$ cat src/rtl/shot_pool.sv
// Pool of simultaneous upward-moving shots spawned at the gun position.
// Shots advance once per frame; a registered draw flag/colour feeds the control drawer.
`timescale 1ns/1ps
module shot_pool #(
    parameter int          NUM_SHOTS  = 4,
    parameter int          H_ACTIVE   = 640,
    parameter int          V_ACTIVE   = 480,
    parameter int          SHOT_W     = 4,
    parameter int          SHOT_H     = 8,
    parameter int          SPEED      = 4,
    parameter int          START_Y    = 440,
    parameter int          COOLDOWN   = 8,
    parameter logic [5:0]  SHOT_COLOR = 6'b111100
) (
    input  logic                      vga_clk,
    input  logic                      reset,
    input  logic                      fire,
    input  logic [9:0]                gun_x,
    input  logic [9:0]                hcount,
    input  logic [9:0]                vcount,
    input  logic [NUM_SHOTS-1:0]      kill,
    output logic [NUM_SHOTS-1:0]      active,
    output logic [10*NUM_SHOTS-1:0]   shots_x,
    output logic [10*NUM_SHOTS-1:0]   shots_y,
    output logic                      shot_draw,
    output logic [5:0]                shot_data,
    output logic                      fire_drop,
    output logic [7:0]                fire_count
);

    localparam logic [0:0] ST_IDLE  = 1'b0;
    localparam logic [0:0] ST_ARMED = 1'b1;

    localparam logic [9:0]  L_X_MAX   = 10'(H_ACTIVE - SHOT_W);
    localparam logic [9:0]  L_V_TICK  = 10'(V_ACTIVE);
    localparam logic [9:0]  L_SPEED   = 10'(SPEED);
    localparam logic [9:0]  L_START_Y = 10'(START_Y);
    localparam logic [10:0] L_SHOT_W  = 11'(SHOT_W);
    localparam logic [10:0] L_SHOT_H  = 11'(SHOT_H);
    localparam logic [7:0]  L_COOL    = 8'(COOLDOWN);

    logic                 r_fire_s1;
    logic                 r_fire_s2;
    logic                 r_fire_d;
    logic [0:0]           r_state;
    logic [7:0]           r_cooldown;
    logic [7:0]           r_fire_count;
    logic                 r_fire_drop;
    logic                 r_shot_draw;
    logic [5:0]           r_shot_data;
    logic [NUM_SHOTS-1:0] r_active;
    logic [9:0]           r_x [NUM_SHOTS];
    logic [9:0]           r_y [NUM_SHOTS];

    logic                 w_fire_edge;
    logic                 w_frame_tick;
    logic [7:0]           w_cooldown_nxt;
    logic                 w_free_any;
    logic [2:0]           w_free_idx;
    logic                 w_resolve;
    logic                 w_accept;
    logic                 w_drop;
    logic [9:0]           w_spawn_x;
    logic [NUM_SHOTS-1:0] w_hit;
    logic                 w_draw_nxt;

    assign w_fire_edge    = r_fire_s2 & ~r_fire_d;
    assign w_frame_tick   = (vcount == L_V_TICK) && (hcount == 10'd0);
    assign w_cooldown_nxt = (r_cooldown != 8'd0) ? r_cooldown - 8'd1 : 8'd0;
    assign w_spawn_x      = (gun_x > L_X_MAX) ? L_X_MAX : gun_x;

    // Arm resolution sees the cooldown after this tick's decrement, so a
    // pending shot goes out exactly COOLDOWN frames after the previous one.
    assign w_resolve = w_frame_tick && (r_state == ST_ARMED) && (w_cooldown_nxt == 8'd0);
    assign w_accept  = w_resolve && w_free_any;
    assign w_drop    = w_resolve && !w_free_any;

    // Lowest-index slot free before this tick.
    always_comb begin
        w_free_any = 1'b0;
        w_free_idx = 3'd0;
        for (int i = NUM_SHOTS - 1; i >= 0; i--) begin
            if (!r_active[i]) begin
                w_free_any = 1'b1;
                w_free_idx = 3'(i);
            end
        end
    end

    always_comb begin
        w_hit = '0;
        for (int i = 0; i < NUM_SHOTS; i++) begin
            w_hit[i] = r_active[i]
                     && (hcount >= r_x[i]) && ({1'b0, hcount} < ({1'b0, r_x[i]} + L_SHOT_W))
                     && (vcount >= r_y[i]) && ({1'b0, vcount} < ({1'b0, r_y[i]} + L_SHOT_H));
        end
        w_draw_nxt = |w_hit;
    end

    always_ff @(posedge vga_clk or negedge reset) begin
        if (!reset) begin
            r_fire_s1    <= 1'b0;
            r_fire_s2    <= 1'b0;
            r_fire_d     <= 1'b0;
            r_state      <= ST_IDLE;
            r_cooldown   <= 8'd0;
            r_fire_count <= 8'd0;
            r_fire_drop  <= 1'b0;
            r_shot_draw  <= 1'b0;
            r_shot_data  <= 6'd0;
        end else begin
            r_fire_s1   <= fire;
            r_fire_s2   <= r_fire_s1;
            r_fire_d    <= r_fire_s2;
            r_fire_drop <= w_drop;
            r_shot_draw <= w_draw_nxt;
            r_shot_data <= w_draw_nxt ? SHOT_COLOR : 6'd0;
            if (w_frame_tick) begin
                r_cooldown <= w_cooldown_nxt;
            end
            if (w_accept) begin
                r_cooldown   <= L_COOL;
                r_fire_count <= r_fire_count + 8'd1;
            end
            if (w_resolve) begin
                r_state <= ST_IDLE;
            end else if ((r_state == ST_IDLE) && w_fire_edge) begin
                r_state <= ST_ARMED;
            end
        end
    end

    // Kill beats movement; a spawn into a pre-tick free slot overrides both.
    always_ff @(posedge vga_clk or negedge reset) begin
        if (!reset) begin
            r_active <= '0;
            for (int i = 0; i < NUM_SHOTS; i++) begin
                r_x[i] <= 10'd0;
                r_y[i] <= 10'd0;
            end
        end else begin
            for (int i = 0; i < NUM_SHOTS; i++) begin
                if (w_frame_tick) begin
                    if (kill[i]) begin
                        r_active[i] <= 1'b0;
                    end else if (r_active[i]) begin
                        if (r_y[i] >= L_SPEED) begin
                            r_y[i] <= r_y[i] - L_SPEED;
                        end else begin
                            r_active[i] <= 1'b0;
                        end
                    end
                    if (w_accept && (w_free_idx == 3'(i))) begin
                        r_active[i] <= 1'b1;
                        r_x[i]      <= w_spawn_x;
                        r_y[i]      <= L_START_Y;
                    end
                end else if (kill[i]) begin
                    r_active[i] <= 1'b0;
                end
            end
        end
    end

    for (genvar g = 0; g < NUM_SHOTS; g++) begin : g_pack
        assign shots_x[10*g +: 10] = r_x[g];
        assign shots_y[10*g +: 10] = r_y[g];
    end

    assign active     = r_active;
    assign shot_draw  = r_shot_draw;
    assign shot_data  = r_shot_data;
    assign fire_drop  = r_fire_drop;
    assign fire_count = r_fire_count;

endmodule
$ cat config.mk
export PLATFORM = sky130hd
export DESIGN_NAME = shot_pool
export DESIGN_NICKNAME = d
export VERILOG_FILES = /design/src/rtl/shot_pool.sv
export SDC_FILE = /design/constraint.sdc
export NUM_CORES = 1
export LEC_CHECK = 0
export CAP_MARGIN = 20
export CORE_ASPECT_RATIO = 0.7
export CORE_MARGIN = 1
export CORE_UTILIZATION = 55
export DETAILED_ROUTE_END_ITERATION = 8
export PLACE_DENSITY = 0.84
export SYNTH_ARGS = -nofsm -noshare
export SYNTH_HDL_FRONTEND = slang
export SYNTH_SLANG_ARGS = --single-unit
$ cat constraint.sdc
create_clock -name vga_clk -period 3.06 [get_ports vga_clk]
set_input_delay 0.459 -clock vga_clk [delete_from_list [all_inputs] [get_ports vga_clk]]
set_output_delay 0.459 -clock vga_clk [all_outputs]
set_load 0.01 [all_outputs]
-- Word level (Yosys, flattened, before mapping)
Index checks and enable logic that the tools add are counted.
- reductions and logical operators: 54
- multiplexer cells: 55
- $add $sub $neg: 14
- order comparisons: 21
- bitwise logic cells: 3
- equality and inequality tests: 8
- operators by type and width (kind ; count):
    2-to-1 mux 10 bit ; 17
    less-than comparator 10 x 11 -> 1 bit ; 8
    >= comparator 10 bit ; 8
    adder 10 x 3 -> 11 bit (second input constant) ; 4
    adder 10 x 4 -> 11 bit (second input constant) ; 4
    >= comparator 10 x 3 -> 1 bit (second input constant) ; 4
    subtractor 10 x 3 -> 10 bit (second input constant) ; 4
    2-to-1 mux 1 bit ; 30
    nonzero test 2 bit ; 14
    logical AND 1 bit ; 26
    2-to-1 mux 8 bit ; 3
    AND reduction 4 bit ; 4
    equality test 10 x 9 -> 1 bit (second input constant) ; 1
    > comparator 10 bit (second input constant) ; 1
    logical NOT 10 bit ; 1
    adder 8 x 1 -> 8 bit (second input constant) ; 1
    logical NOT 8 bit ; 1
    inequality test 2 x 1 -> 1 bit (second input constant) ; 4
    AND reduction 2 bit ; 4
    nonzero test 8 bit ; 1
    subtractor 8 x 1 -> 8 bit (second input constant) ; 1
    equality test 3 x 2 -> 1 bit (second input constant) ; 2
    2-to-1 mux 3 bit ; 2
    2-to-1 mux 6 bit ; 1
    7 further kinds ; 9
- bits of input ports: 37
- output and inout bits: 100
- bits in registers: 112
- word-level logic and storage cells: 176

-- Depth between registers and ports, before layout
- depth after elaboration: 8
- mapped depth: 12
- gate-level depth less buffers: 12

-- Worst setup path after synthesis
No wires, ideal clock.
- path type: register -> register
- start: reg r_x, in the netlist shots_x[24]
- end: reg r_shot_data[4], in the netlist shot_data[4]
- buffers on the path: 0
- path slack: 517 ps
- required time: 2995 ps
- arrival time: 2478 ps
- cell stages (with the launch flop): 13
- library setup time: 65 ps
- clock period less this slack: 2543 ps
- path through: dfrtp_1 -> inv_1 -> nor3_1 -> and3_1 -> nand3_1 -> xnor2_1 -> ha_1 -> a2111oi_0 -> o21ai_0 -> a41oi_1 -> a311oi_1 -> o41ai_1 -> a211o_1
- cells in the longest elaborated chain, start to end: 7
- elaborated cells on any way between the ends: 9
- classes of those cells: add/sub: 1; order compare: 2; mux: 1; reduce/logical: 5
- ends and longest elaborated chain (element ; line ; source):
    from (decl) ; 52 ; logic [9:0] r_x [NUM_SHOTS];
    from (signal, indexed assignment) ; 155 ; r_x[i] <= w_spawn_x;
    adder 10 x 3 -> 11 bit / >= comparator 10 bit (equally long branches) ; 94 ; && (hcount >= r_x[i]) && ({1'b0, hcount} < ({1'b0, r_x[i]} + L_SHOT_W))
    less-than comparator 10 x 11 -> 1 bit / logical AND 1 bit (equally long branches) ; 94 ;
    logical AND 1 bit * ; 94 ;
    logical AND 1 bit * (2 in a row) ; 95 ; && (vcount >= r_y[i]) && ({1'b0, vcount} < ({1'b0, r_y[i]} + L_SHOT_H));
    OR reduction 4 bit * ; 97 ; w_draw_nxt = |w_hit;
    via w_draw_nxt ; 65 ; logic w_draw_nxt;
    2-to-1 mux 6 bit * ; 117 ; r_shot_data <= w_draw_nxt ? SHOT_COLOR : 6'd0;
    to (signal assigned) ; 117 ;
    to (decl) ; 50 ; logic [5:0] r_shot_data;
Mark *: on every way through the listed nets, which the timed path passes. The rest lies on a longest branch.
A chain may end at the register's enable or synchronous reset.

-- Worst setup path after layout
Same ends and word-level chain as after synthesis.

==> run summary <==
The final net count came out at 1290. The mean number of vias per cell came out at 6.07. Across all setup checks in the final design, the least slack found is 0.0362 ns. For this configuration, the core starts out at a cell density of 57.3%. The setup TNS is 0 ns.

For the worst setup path, the data arrival time is 3.32 ns. The number of top-level pins is 137. For this block, the routed nets add up to 24300 um of wire. After legalization and detailed placement, the total HPWL measured 18700 um. The number of antenna violations at the first check in global routing was 0. The via count of the first global-routing pass was 7497. In this design, the stage delay of the slowest critical-path cell is 0.50 ns. The die width is 151 um. The total power divided by cell area is 276 nW/um^2. STA puts the critical path data required time at 3.36 ns. The flow ran to the end, and the final reports show no timing, DRC or antenna violations. The count of buffers inserted at the top-level ports came out at 126. The final number of max-transition violations is 0.

The floorplan has 37 rows. The overall routing resource usage came out at 31.5%. The final worst-path cycle share is 98.8%. Dividing the synthesized area by the synthesized cell count gives 9.03 um^2. The wire length of the first global-routing pass came out at 39100 um. The final critical path time including I/O delays and setup came out at 3.02 ns. The layout overhead on the synthesized area came out at 22.9%.

Summing every instance area after synthesis gives 8560 um^2. The average wire per cell in the routed design is 18.8 um. The worst setup path is captured at a flop. The final-report hold violation count is 0. The core region is 15000 um^2.

Setup violations remaining at the end of the flow were counted as 0. The clock-pin slew of the registers on the worst-case setup and hold paths is 0.07 ns. The insertion delay of the later-clocked pin in the worst-skew pair came out at 0.36 ns.

After detailed routing, the number of remaining DRC violations is 0. The depth of the CTS H-tree came out at 3. The count of nets left with antenna violations after detail routing came out at 0. The number of flops mapped to enable cells by yosys is 0.

Among all stages on the critical path, the largest delay is contributed by a2111oi_1. The sequential fraction of the synthesis area came out at 28.6%. The count of state elements after synthesis came out at 98. The share of cells above drive strength 1 came out at 7.83%.

The worst hold slack is 0.132 ns. STA classifies the critical path startpoint as a flop. The number of clock sinks seen by CTS is 98. The setup slack after placement is -0.0527 ns. CTS placed an instance of clkbuf_16 at the clock tree root. The number of CTS-inserted buffers came out at 9. After the first detailed-routing iteration, the DRC count stood at 808. In the synthesized netlist the dominant register cell turns out to be dfrtp_1. The total vias in the final route came out at 7851.

The first detailed-routing pass took 6 iterations. The worst relative slew slack came out at 53.6%. The TritonCTS clock tree is yes. Including well taps, the total number of placed cells is 1279. The async set-reset flop share out of synthesis came out at 100%. The leakage power total is 0.00479 uW.

The worst vdd rail ir drop came out at 0.264 mV. Broken down by cell family, the worst path's largest delay share belongs to compound AO/OA/AOI/OAI gates. The top achievable clock speed is 331 MHz.

The setup path with the least slack is of type reg -> reg. Max-cap violations in this run came to 0. The critical path goes through inv_1 -> nor3_2 -> and3_1 -> nand3_1 -> xnor2_1 -> ha_1 -> a2111oi_1 -> o21ai_0 -> a41oi_1 -> a311oi_1 -> o41ai_2 -> a211o_1.

The worst-margin pin slew is 0.690 ns. The setup clock skew after layout is 0.00931 ns. Of all nets on the critical path, the largest fanout is 5. In this run the worst hold path is classified as in -> async.

The remaining global-route overflow is 0. The number of warning messages in the yosys log came out at 0. The number of buffer and inverter instances along the worst setup path came out at 1. The cell count after synthesis came out at 948.

The die covers 16100 um^2. The number of standard cells in the final layout excluding fillers came out at 1294. The antenna cell count came out at 0. The pin count of the biggest net entering global routing is 48. Cells fill 70.4% of the core in the end. The maximum clock insertion buffer count came out at 2. The vertical extent of the die is 106 um. The final weighted congestion of routability-driven global placement came out at 0.954. The count of distinct cell types in the synthesized netlist is 64.
==> worst paths after layout <==
kind                       slack [ns]  cells past startpoint           end         from
max                              0.04                     12  shot_data[4]  shots_x[24]
min                              0.13                      1   shots_y[22]        reset
max reg2reg                      0.04                     12  shot_data[4]  shots_x[24]
min reg2reg                      0.35                      0     r_fire_s2    r_fire_s1
max in group asynchronous        2.20                      2   shots_y[34]        reset
min in group vga_clk             0.35                      0     r_fire_s2    r_fire_s1
==> state kept, by name, summed over array words and instances, names as in the netlist <==
| name | flops |
|---|---|
| r_cooldown | 8 |
| r_fire_s2 | 1 |
| shots_y | 32 |
| r_state | 1 |
| fire_drop | 1 |
| r_fire_d | 1 |
| r_fire_s1 | 1 |
| shot_data | 1 |
| active | 4 |
| fire_count | 8 |
| shots_x | 40 |
==> Yosys cell counts (all sizes together) (13+ instances only) <==
master / instances / share of area, %
o21ai: 70 / 4.1
o21a: 18 / 1.6
nor4: 17 / 1.9
inv: 85 / 3.7
nand4: 15 / 1.2
nand2: 69 / 3.0
dfrtp: 98 / 29
nand2b: 19 / 1.4
nand3: 46 / 2.7
buf: 31 / 2.6
nor2: 45 / 2.0
ha: 158 / 23
a21oi: 38 / 2.2
xnor2: 65 / 6.6
or3: 15 / 1.3
mux2: 13 / 1.9
nor3: 29 / 1.8
==> report_power, final <==
part           total (uW)  leakage [uW]  switching, uW  internal, uW
Clock                1250      0.000158            520           734
Sequential           1300       0.00114          0.539          1300
Combinational         359       0.00349            207           152
==> cell type report <==
type	count	area, um^2
clock buffers	10	239
flip-flops and latches	98	2450
inverters	85	319
well taps	195	244
multi-input cells	737	5600
clock inverters	5	78.8
repair buffers	164	1590
fillers	1113	4430
==> placed cells by master, fill, tap and decap left out, drive strengths merged, types with 9 or more instances in the layout <==
cell type,synthesis,final
o211ai,12,12
a211oi,12,12
nand4,15,15
inv,85,85
nor2,45,45
conb,1,10
and3,9,9
clkbuf,6,10
o21ai,70,70
dfrtp,98,98
a21oi,38,38
nor4,17,17
o21a,18,18
nand3,46,46
a21o,10,10
nand2b,19,19
clkdlybuf4s50,0,125
buf,31,39
mux2,13,13
nand2,69,69
or3,15,15
ha,158,158
nor3,29,29
xnor2,65,65
==> repair_timing <==
| item | 4_1_cts | 5_1_grt |
|---|---|---|
| hold buffers | 0 | 0 |
| buffers inserted | 0 | 0 |
| gates resized for setup | 0 | 4 |
| endpoints found under the hold margin | 0 | 0 |
| endpoints found under the setup margin | 0 | 1 |
==> kinds of logic (layout without fill, tap and decap cells) <==
group / count (synthesis) / after routing / synth area share, %
AOI/OAI and AO/OA: 198 / 198 / 14.6
and+or+nand+nor: 290 / 290 / 18.1
muxes: 15 / 15 / 2.12
adders and majority gates: 158 / 158 / 23.1
buffers and inverters: 122 / 264 / 6.59
DFF: 98 / 98 / 28.6
other: 1 / 10 / 0.0438
xor gates and xnor gates: 66 / 66 / 6.75
==> metal layers <==
metal,vias to the layer above,share of wire [%],global-route usage (%)
li1,3662,-,-
met1,3728,46,47.9
met3,44,10,5.79
met5,-,0,0
met4,0,1.6,9.43
met2,417,42,44.5
==> stage by stage <==
step / area, um^2 / power, uW
final: 10500 / 2910
after CTS: 10500 / 2910
after global placement: 10200 / 1660
after global routing: 10500 / 3000
after floorplan: 8600 / 1480
after detailed placement: 10200 / 1670
Note: power is estimated with default switching activity, not from simulation.
